**src/rtl/pipeline_pkg.sv**
```systemverilog
// Types and constants shared by the RV32I pipeline stages.
// Holds the control bundle layout and the forwarding select encoding.
package pipeline_pkg;

    localparam int XLEN = 32;
    localparam logic [1:0] RESULT_SRC_LOAD = 2'b01;

    typedef struct packed {
        logic       reg_write;
        logic [1:0] result_src;
        logic       mem_write;
        logic       jump;
        logic       branch;
        logic [2:0] alu_control;
        logic       alu_src;
    } ctrl_t;

    typedef enum logic [1:0] {
        FWD_REG = 2'b00,
        FWD_WB  = 2'b01,
        FWD_MEM = 2'b10
    } fwd_sel_e;

    function automatic logic is_load(input ctrl_t c);
        return c.result_src == RESULT_SRC_LOAD;
    endfunction

endpackage

```
**src/rtl/id_ex_stage_fwd_mux3.sv**
```systemverilog
// Three-way operand mux for EX-stage forwarding.
// The reserved select value 2'b11 falls back to the registered operand.
module fwd_mux3 #(
    parameter int W = 32
) (
    input  logic [1:0]   sel_i,
    input  logic [W-1:0] reg_i,
    input  logic [W-1:0] wb_i,
    input  logic [W-1:0] mem_i,
    output logic [W-1:0] out_o
);
    import pipeline_pkg::*;

    always_comb begin
        out_o = reg_i;
        case (sel_i)
            FWD_WB:  out_o = wb_i;
            FWD_MEM: out_o = mem_i;
            default: out_o = reg_i;
        endcase
    end

endmodule

```
**src/rtl/id_ex_stage.sv**
```systemverilog
// ID/EX pipeline register with load-use hazard detection, branch flush,
// forwarding operand muxes and saturating bubble/flush event counters.
module id_ex_stage #(
    parameter int XLEN  = pipeline_pkg::XLEN,
    parameter int CNT_W = 32
) (
    input  logic                 clk,
    input  logic                 reset,
    input  logic [XLEN-1:0]      rd1_d,
    input  logic [XLEN-1:0]      rd2_d,
    input  logic [4:0]           rs1_d,
    input  logic [4:0]           rs2_d,
    input  logic [4:0]           rd_d,
    input  logic [XLEN-1:0]      imm_ext_d,
    input  logic [XLEN-1:0]      pc_d,
    input  logic [XLEN-1:0]      pc_plus4_d,
    input  pipeline_pkg::ctrl_t  ctrl_d,
    input  logic                 pc_src_ex,
    input  logic [1:0]           forward_ae,
    input  logic [1:0]           forward_be,
    input  logic [XLEN-1:0]      alu_result_mem,
    input  logic [XLEN-1:0]      result_wb,
    output logic [4:0]           rs1_ex,
    output logic [4:0]           rs2_ex,
    output logic [4:0]           rd_ex,
    output pipeline_pkg::ctrl_t  ctrl_ex,
    output logic [XLEN-1:0]      imm_ext_ex,
    output logic [XLEN-1:0]      pc_ex,
    output logic [XLEN-1:0]      pc_plus4_ex,
    output logic [XLEN-1:0]      src_a_ex,
    output logic [XLEN-1:0]      src_b_ex,
    output logic [XLEN-1:0]      write_data_ex,
    output logic                 stall_f,
    output logic                 stall_d,
    output logic                 flush_d,
    output logic                 flush_e,
    output logic [CNT_W-1:0]     bubble_cnt,
    output logic [CNT_W-1:0]     flush_cnt
);
    import pipeline_pkg::*;

    logic [4:0]      rs1_q, rs1_nd;
    logic [4:0]      rs2_q, rs2_nd;
    logic [4:0]      rd_q, rd_nd;
    ctrl_t           ctrl_q, ctrl_nd;
    logic [XLEN-1:0] imm_q, imm_nd;
    logic [XLEN-1:0] pc_q, pc_nd;
    logic [XLEN-1:0] pc4_q, pc4_nd;
    logic [XLEN-1:0] rd1_q, rd1_nd;
    logic [XLEN-1:0] rd2_q, rd2_nd;
    logic [CNT_W-1:0] bubble_cnt_q, bubble_cnt_nd;
    logic [CNT_W-1:0] flush_cnt_q, flush_cnt_nd;

    logic lwstall;
    logic [XLEN-1:0] fwd_b;

    // A load in EX whose destination is read by the instruction in decode.
    assign lwstall = is_load(ctrl_q) && (rd_q != 5'd0) &&
                     ((rs1_d == rd_q) || (rs2_d == rd_q));

    assign stall_f = lwstall;
    assign stall_d = lwstall;
    assign flush_d = pc_src_ex;
    assign flush_e = lwstall | pc_src_ex;

    always_comb begin
        rs1_nd  = rs1_d;
        rs2_nd  = rs2_d;
        rd_nd   = rd_d;
        ctrl_nd = ctrl_d;
        imm_nd  = imm_ext_d;
        pc_nd   = pc_d;
        pc4_nd  = pc_plus4_d;
        rd1_nd  = rd1_d;
        rd2_nd  = rd2_d;
        if (flush_e) begin
            rs1_nd  = '0;
            rs2_nd  = '0;
            rd_nd   = '0;
            ctrl_nd = '0;
            imm_nd  = '0;
            pc_nd   = '0;
            pc4_nd  = '0;
            rd1_nd  = '0;
            rd2_nd  = '0;
        end
    end

    // Counters stick at all-ones rather than wrapping.
    always_comb begin
        bubble_cnt_nd = bubble_cnt_q;
        flush_cnt_nd  = flush_cnt_q;
        if (lwstall && (bubble_cnt_q != '1)) begin
            bubble_cnt_nd = bubble_cnt_q + CNT_W'(1);
        end
        if (pc_src_ex && (flush_cnt_q != '1)) begin
            flush_cnt_nd = flush_cnt_q + CNT_W'(1);
        end
    end

    always_ff @(posedge clk) begin
        if (reset) begin
            rs1_q        <= '0;
            rs2_q        <= '0;
            rd_q         <= '0;
            ctrl_q       <= '0;
            imm_q        <= '0;
            pc_q         <= '0;
            pc4_q        <= '0;
            rd1_q        <= '0;
            rd2_q        <= '0;
            bubble_cnt_q <= '0;
            flush_cnt_q  <= '0;
        end else begin
            rs1_q        <= rs1_nd;
            rs2_q        <= rs2_nd;
            rd_q         <= rd_nd;
            ctrl_q       <= ctrl_nd;
            imm_q        <= imm_nd;
            pc_q         <= pc_nd;
            pc4_q        <= pc4_nd;
            rd1_q        <= rd1_nd;
            rd2_q        <= rd2_nd;
            bubble_cnt_q <= bubble_cnt_nd;
            flush_cnt_q  <= flush_cnt_nd;
        end
    end

    fwd_mux3 #(.W(XLEN)) u_fwd_a (
        .sel_i (forward_ae),
        .reg_i (rd1_q),
        .wb_i  (result_wb),
        .mem_i (alu_result_mem),
        .out_o (src_a_ex)
    );

    fwd_mux3 #(.W(XLEN)) u_fwd_b (
        .sel_i (forward_be),
        .reg_i (rd2_q),
        .wb_i  (result_wb),
        .mem_i (alu_result_mem),
        .out_o (fwd_b)
    );

    assign write_data_ex = fwd_b;
    assign src_b_ex      = ctrl_q.alu_src ? imm_q : fwd_b;

    assign rs1_ex      = rs1_q;
    assign rs2_ex      = rs2_q;
    assign rd_ex       = rd_q;
    assign ctrl_ex     = ctrl_q;
    assign imm_ext_ex  = imm_q;
    assign pc_ex       = pc_q;
    assign pc_plus4_ex = pc4_q;
    assign bubble_cnt  = bubble_cnt_q;
    assign flush_cnt   = flush_cnt_q;

endmodule
```
**config.mk**
```make
export PLATFORM = sky130hd
export DESIGN_NAME = id_ex_stage
export DESIGN_NICKNAME = d
export VERILOG_FILES = /design/src/rtl/pipeline_pkg.sv /design/src/rtl/id_ex_stage_fwd_mux3.sv /design/src/rtl/id_ex_stage.sv
export SDC_FILE = /design/constraint.sdc
export NUM_CORES = 1
export LEC_CHECK = 0
export ABC_AREA = 1
export BUFFER_PORTS_ARGS = -buffer_cell sky130_fd_sc_hd__buf_2
export CAP_MARGIN = 25
export CORE_AREA = 2 2 209 211
export CTS_CLUSTER_SIZE = 20
export DETAILED_ROUTE_END_ITERATION = 12
export DIE_AREA = 0 0 211 213
export GPL_TIMING_DRIVEN = 1
export SYNTH_ARGS = -nofsm -noshare
export SYNTH_HDL_FRONTEND = slang
export SYNTH_HIERARCHICAL = 1
export SYNTH_SLANG_ARGS = --single-unit
```
**constraint.sdc**
```tcl
create_clock -name clk -period 4.2 [get_ports clk]
set_input_delay 0 -clock clk [delete_from_list [all_inputs] [get_ports clk]]
set_output_delay 0 -clock clk [all_outputs]
set_load 0.05 [all_outputs]
```
# Word level (Yosys, flattened, before mapping)
# Cells that the tools add are included.
# Widths: inputs -> output; s select.
dict set report totals {
  register_bits 249
  inputBits 256
  output_inout_bits 285
  wordCells 39
}
dict set report op_classes {
  n_addsub 2
  eq_ne 9
  n_mux 3
  n_bitwise 1
  reduce_logical 7
}
# operator count
set op_table {}
lappend op_table {{$pmux 32 s2} 2}
lappend op_table {{$add 32x1->32 const B} 2}
lappend op_table {{$ne 32x32->1 const B} 2}
lappend op_table {{$mux 32} 1}
lappend op_table {{$eq 5x5->1} 2}
lappend op_table {{$eq 2x1->1 const B} 3}
lappend op_table {{$reduce_bool 5->1} 1}
lappend op_table {{$eq 2x2->1 const B} 2}
lappend op_table {{$logic_and 1x1->1} 4}
lappend op_table {{$reduce_or 2->1} 1}
lappend op_table {{$logic_or 1x1->1} 1}
lappend op_table {{$or 1x1->1} 1}

# Longest topological paths before layout
dict set report depth {
  ltp_word 5
  ltp_mapped 11
  ltp_nobuf 11
}

# By module
# Netlist, hierarchy kept.
# module n_inst cells_per_inst area_each_um2 seq_area_each_um2
set modules_own_cells {}
lappend modules_own_cells {id_ex_stage 1 1358 10110.9 4984.8}
lappend modules_own_cells {fwd_mux3 2 210 878.3 0.0}

# Worst setup path before layout
# Ideal clock, no wire load.
dict set report synth_timing {
  path_kind {register to register}
  from {register bubble_cnt_q[1] (netlist: bubble_cnt[1])}
  to {register bubble_cnt_q[13] (netlist: bubble_cnt[13])}
  setup_ps 130
  arrival_ps 1870
  t_required_ps 4070
  path_slack_ps 2200
  stages_incl_launch_ff 12
  n_path_buf 1
  synth_period_minus_slack_ps 2000
  cell_sequence {dfxtp_1 ha_1 nand2_1 nor2_4 nand2_2 nor2_2 nand2_1 nand3_2 buf_4 nand2_1 nand2_1 nor2_1}
}
dict set report synth_via {
  elab_chain_cells 2
  word_cells_on_any_way 3
  classes_between {add/sub: 1; eq/ne: 1; reduce/logical: 1}
}
# item line_no
set synth_lines {}
lappend synth_lines {{from (decl)} id_ex_stage.sv:51} ;# logic [CNT_W-1:0] bubble_cnt_q, bubble_cnt_nd;
lappend synth_lines {{from (signal assigned)} id_ex_stage.sv:124} ;# bubble_cnt_q <= bubble_cnt_nd;
lappend synth_lines {{branches (longest 2 deep; another with $add 32x1->32)} n/a}
# Parallel ways; which one is timed is not known.
# A chain may end at the register's enable or synchronous reset.

# Worst setup path in the final report
dict set report layout_timing {
  from {register rd_q[0] (netlist: rd_ex[0])}
  to {output port stall_d}
}
dict set report layout_via {
  elab_chain_cells 3
  word_cells_on_any_way 6
  classes_between {eq/ne: 2; reduce/logical: 4}
}
# item line_no
set layout_lines {}
lappend layout_lines {{from (decl)} id_ex_stage.sv:44} ;# logic [4:0] rd_q, rd_nd;
lappend layout_lines {{from (signal assigned)} id_ex_stage.sv:117} ;# rd_q <= rd_nd;
lappend layout_lines {{$eq 5x5->1 / $reduce_bool 5->1 (equally long branches)} {id_ex_stage.sv:59, id_ex_stage.sv:58}}
lappend layout_lines {{$logic_or 1x1->1 / $logic_and 1x1->1 (equally long branches)} {id_ex_stage.sv:59, id_ex_stage.sv:58}}
lappend layout_lines {{$logic_and 1x1->1 (*)} id_ex_stage.sv:58} ;# assign lwstall = is_load(ctrl_q) && (rd_q != 5'd0) &&
lappend layout_lines {{to (decl)} id_ex_stage.sv:34} ;# output logic stall_d,
# Every way passes the cells marked *; elsewhere a longest branch is shown, timed or not.

==> impl_metrics.tcl <==
set metrics [dict create \
    max_stage_delay_ns 0.41 \
    overflow 0 \
    synth.area.mux_share_pct 3.036 \
    yosys-top-cells-area "dfxtp_1, nand2_1, nor2_1, inv_1, mux2_2" \
    clockBufferDepth 3 \
    num_io_pins 541 \
    detail_route.wl_per_cell_um 15.53 \
    dpl_cell_area_um2 14820 \
    slew_headroom_pct 35.04 \
    max_freq_ghz 0.4118 \
    syn-instance-count 1778 \
    pwr-share-clk_pct 41.0 \
    ys_ff_latch 249 \
    die_h_um 213 \
    p_comb_share_pct 20.1 \
    post_cts_resized 0 \
    firstDrtPassIters 6 \
    p_int_mw 4.413 \
    cp_common_cell "nand2_1" \
    cts_max_level 1 \
    post-cts-setup-buffer-count 0 \
    critical_path.top_delay_family "simple AND/OR/NAND/NOR gates" \
    ant_nets 0 \
    fillerInstances 4290 \
    yosys_warnings 6 \
    synth_seq_area_share_pct 42.00 \
    first_global_vias 12670 \
    cts_tree "done" \
    worstPathMaxFanout 13 \
    cts_buffers 30 \
    route.detailed.drc 0 \
    synthSimpleGateAreaFrac_pct 36.19 \
    crit_chain "inv_1 > nand2_1 > nand2_1 > nor2_1 > nand3_1 > nand2_1 > nand2_1 > inv_1 > buf_2" \
    cpMaxStageDelayCell "dfxtp_1" \
    ir_worst_vdd_mv 0.3390 \
    finalCriticalPeriod_ns 2.429 \
    grt_max_degree 114 \
    grt_setup_unrepaired "no" \
    cts_sinks 249 \
    core_area_um2 42700 \
    crit_buf_inv 3 \
    fin_crit_sh_pct 57.82 \
    async_flop_share_pct 0 \
    drive_above_1_share_pct 28.10 \
    routabilityCongestion 0.9613 \
    pre_cts_slack_ns 1.499 \
    required_ns 4.20 \
    hold_viol 0 \
    drt_iter0_markers 833 \
    worst_slack_ns 1.771 \
    synth-adder-area-share_pct 0.6326 \
    grt_pass1_wl_mm 69.92 \
    p_switching_mw 1.959 \
    area.growth.synth_to_final_pct 49.13 \
    switching_share_pct 30.74 \
    track_usage_pct 19.77 \
    cp.arrival_ns 2.43 \
    dieArea_um2 44940 \
    start_util_pct 27.80 \
    clk_pin_slew_ns 0.06 \
    hold_path_class "input port to register" \
    cts-root-buf "clkbuf_16" \
    synth_edf_count 0 \
    p_per_area_nw_per_um2 360.0 \
    drt-total-wl_mm 47.28 \
    synth_area_um2 11870 \
    ys_types 37 \
    die_x_um 211 \
    setup_viol 0 \
    tns_ns 0 \
    multiInputGateArea_um2 5333 \
    worst_slew_pin_slew_ns 0.9744 \
    drv_cap 0 \
    synth_compound_area_share_pct 2.794 \
    vias 13230 \
    cp-start-kind "register" \
    synth_top_family_by_area "simple AND/OR/NAND/NOR gates" \
    final_cell_area_um2 17700 \
    dp_hpwl_mm 34.63 \
    clk_latency_ns 0.57 \
    worst-r2r-setup-slack_ns 1.81 \
    syn_avg_cell_area_um2 6.675 \
    synth_top_area_share_pct 42.00 \
    critPathKind "register to primary output" \
    viasPerCell 4.347 \
    power.leakage_nw 9.803 \
    skew_ns 0.01278 \
    status "finished clean" \
    maxSlewViolCount 0 \
    synth-xor-area-share_pct 2.214 \
    syn_nets 2040 \
    cp-end-kind "primary output" \
    synthFlopType "dfxtp_1" \
    rows 76 \
    seqPwrFrac_pct 38.9 \
    io_buffers 540 \
    synth_top_cell_by_area "dfxtp_1" \
    antenna_found_initial 6 \
    nNetsFinal 2737 \
    seq_area_um2 4986 \
]
-- cells by family (layout without fill, tap and decap cells) --
kind of cell               after synthesis  after routing
AOI/OAI and AO/OA                       48             48
buffers and inverters                  343           1060
xor gates and xnor gates                30             30
other                                    0              3
DFF                                    249            249
and+or+nand+nor                       1070           1070
muxes                                   32             32
adders and majority gates                6              6
-- what timing repair did --
item,in CTS,in global routing
setup endpoints to repair,0,0
hold buffers,186,0
endpoints found under the hold margin,191,0
-- flip-flops by register name, indices dropped and copies added, names as in the netlist --
signal	count
rd1_q	32
rs1_ex	5
bubble_cnt	32
pc_ex	32
rs2_ex	5
ctrl_ex	10
rd_ex	5
flush_cnt	32
pc_plus4_ex	32
rd2_q	32
imm_ext_ex	32
-- worst paths after layout --
check        depth (start not counted)        endpoint    startpoint
max                                  9         stall_d      rd_ex[0]
min                                  2   bubble_cnt[3]         reset
max reg2reg                         10  pc_plus4_ex[6]      rd_ex[0]
min reg2reg                          2    flush_cnt[1]  flush_cnt[1]
-- Yosys cell counts, types with 2 or more instances --
master      n
a21oi_1     8
a21oi_2    21
and2_1      2
buf_1       5
buf_2      15
buf_4      23
buf_6      19
buf_8       2
clkbuf_1    8
clkinv_1    8
dfxtp_1   249
ha_1        6
inv_1     252
inv_2      11
mux2_2     32
nand2_1   639
nand2_2    22
nand2_4     3
nand3_1    31
nand3_2     2
nand3b_1    7
nand4_1    13
nor2_1    331
nor2_2      5
nor2_4      3
nor3_1      6
o21ai_0     7
o21ai_1     7
o21bai_1    5
xnor2_1     8
xor2_1     22
-- power by group through the flow --
stage	Sequential, mW	Combinational [mW]	Clock [mW]
after detailed placement	2.53	1.13	0
after global routing	2.48	1.35	2.77
after CTS	2.48	1.28	2.67
final	2.48	1.28	2.62
after floorplan	2.69	0.615	0
after global placement	2.53	1.13	0
-- layout by cell type, fill, tap and decap left out, drive strengths merged, types with 3 or more instances in the layout --
cell type,Yosys,final
clkinv,8,13
nor3,8,8
diode,0,3
nand4,13,13
nand3,33,33
o21ai,14,14
a21oi,29,29
nor2,340,340
dfxtp,249,249
mux2,32,32
nand2,664,664
clkbuf,8,44
buf,64,551
o21bai,5,5
xnor2,8,8
ha,6,6
inv,263,263
nand3b,7,7
dlygate4sd3,0,186
xor2,22,22
-- metrics by stage --
stage | hold WS, ns | power [mW] | utilization [%] | cells
6_report | 0.05539 | 6.371 | 41.45 | 3044
2_1_floorplan | 0.1122 | 3.305 | - | 1778
3_5_place_dp | 0.2178 | 3.659 | 34.71 | 2802
4_1_cts | 0.03779 | 6.421 | 41.39 | 3040
5_1_grt | 0.08155 | 6.607 | 41.45 | 3044
3_3_place_gp | 0.2116 | 3.652 | 34.71 | 2802
-- layer usage --
layer,wire length (um),GRT usage [%]
met2,22710,34.64
met5,27,0
met3,3269,4.839
met1,19400,23.25
met4,1877,7.625
-- final cells by class --
cell class | count | share of cell area [%]
antenna | 3 | 0.04242
clock buffer | 44 | 5.055
timing repair buffer | 737 | 26.47
multi-input combinational | 1186 | 30.13
sequential | 249 | 28.17
tap | 546 | 3.860
clock inverter | 8 | 0.5232
inverter | 271 | 5.748
No activity file was read; power rests on OpenSTA's default activity.
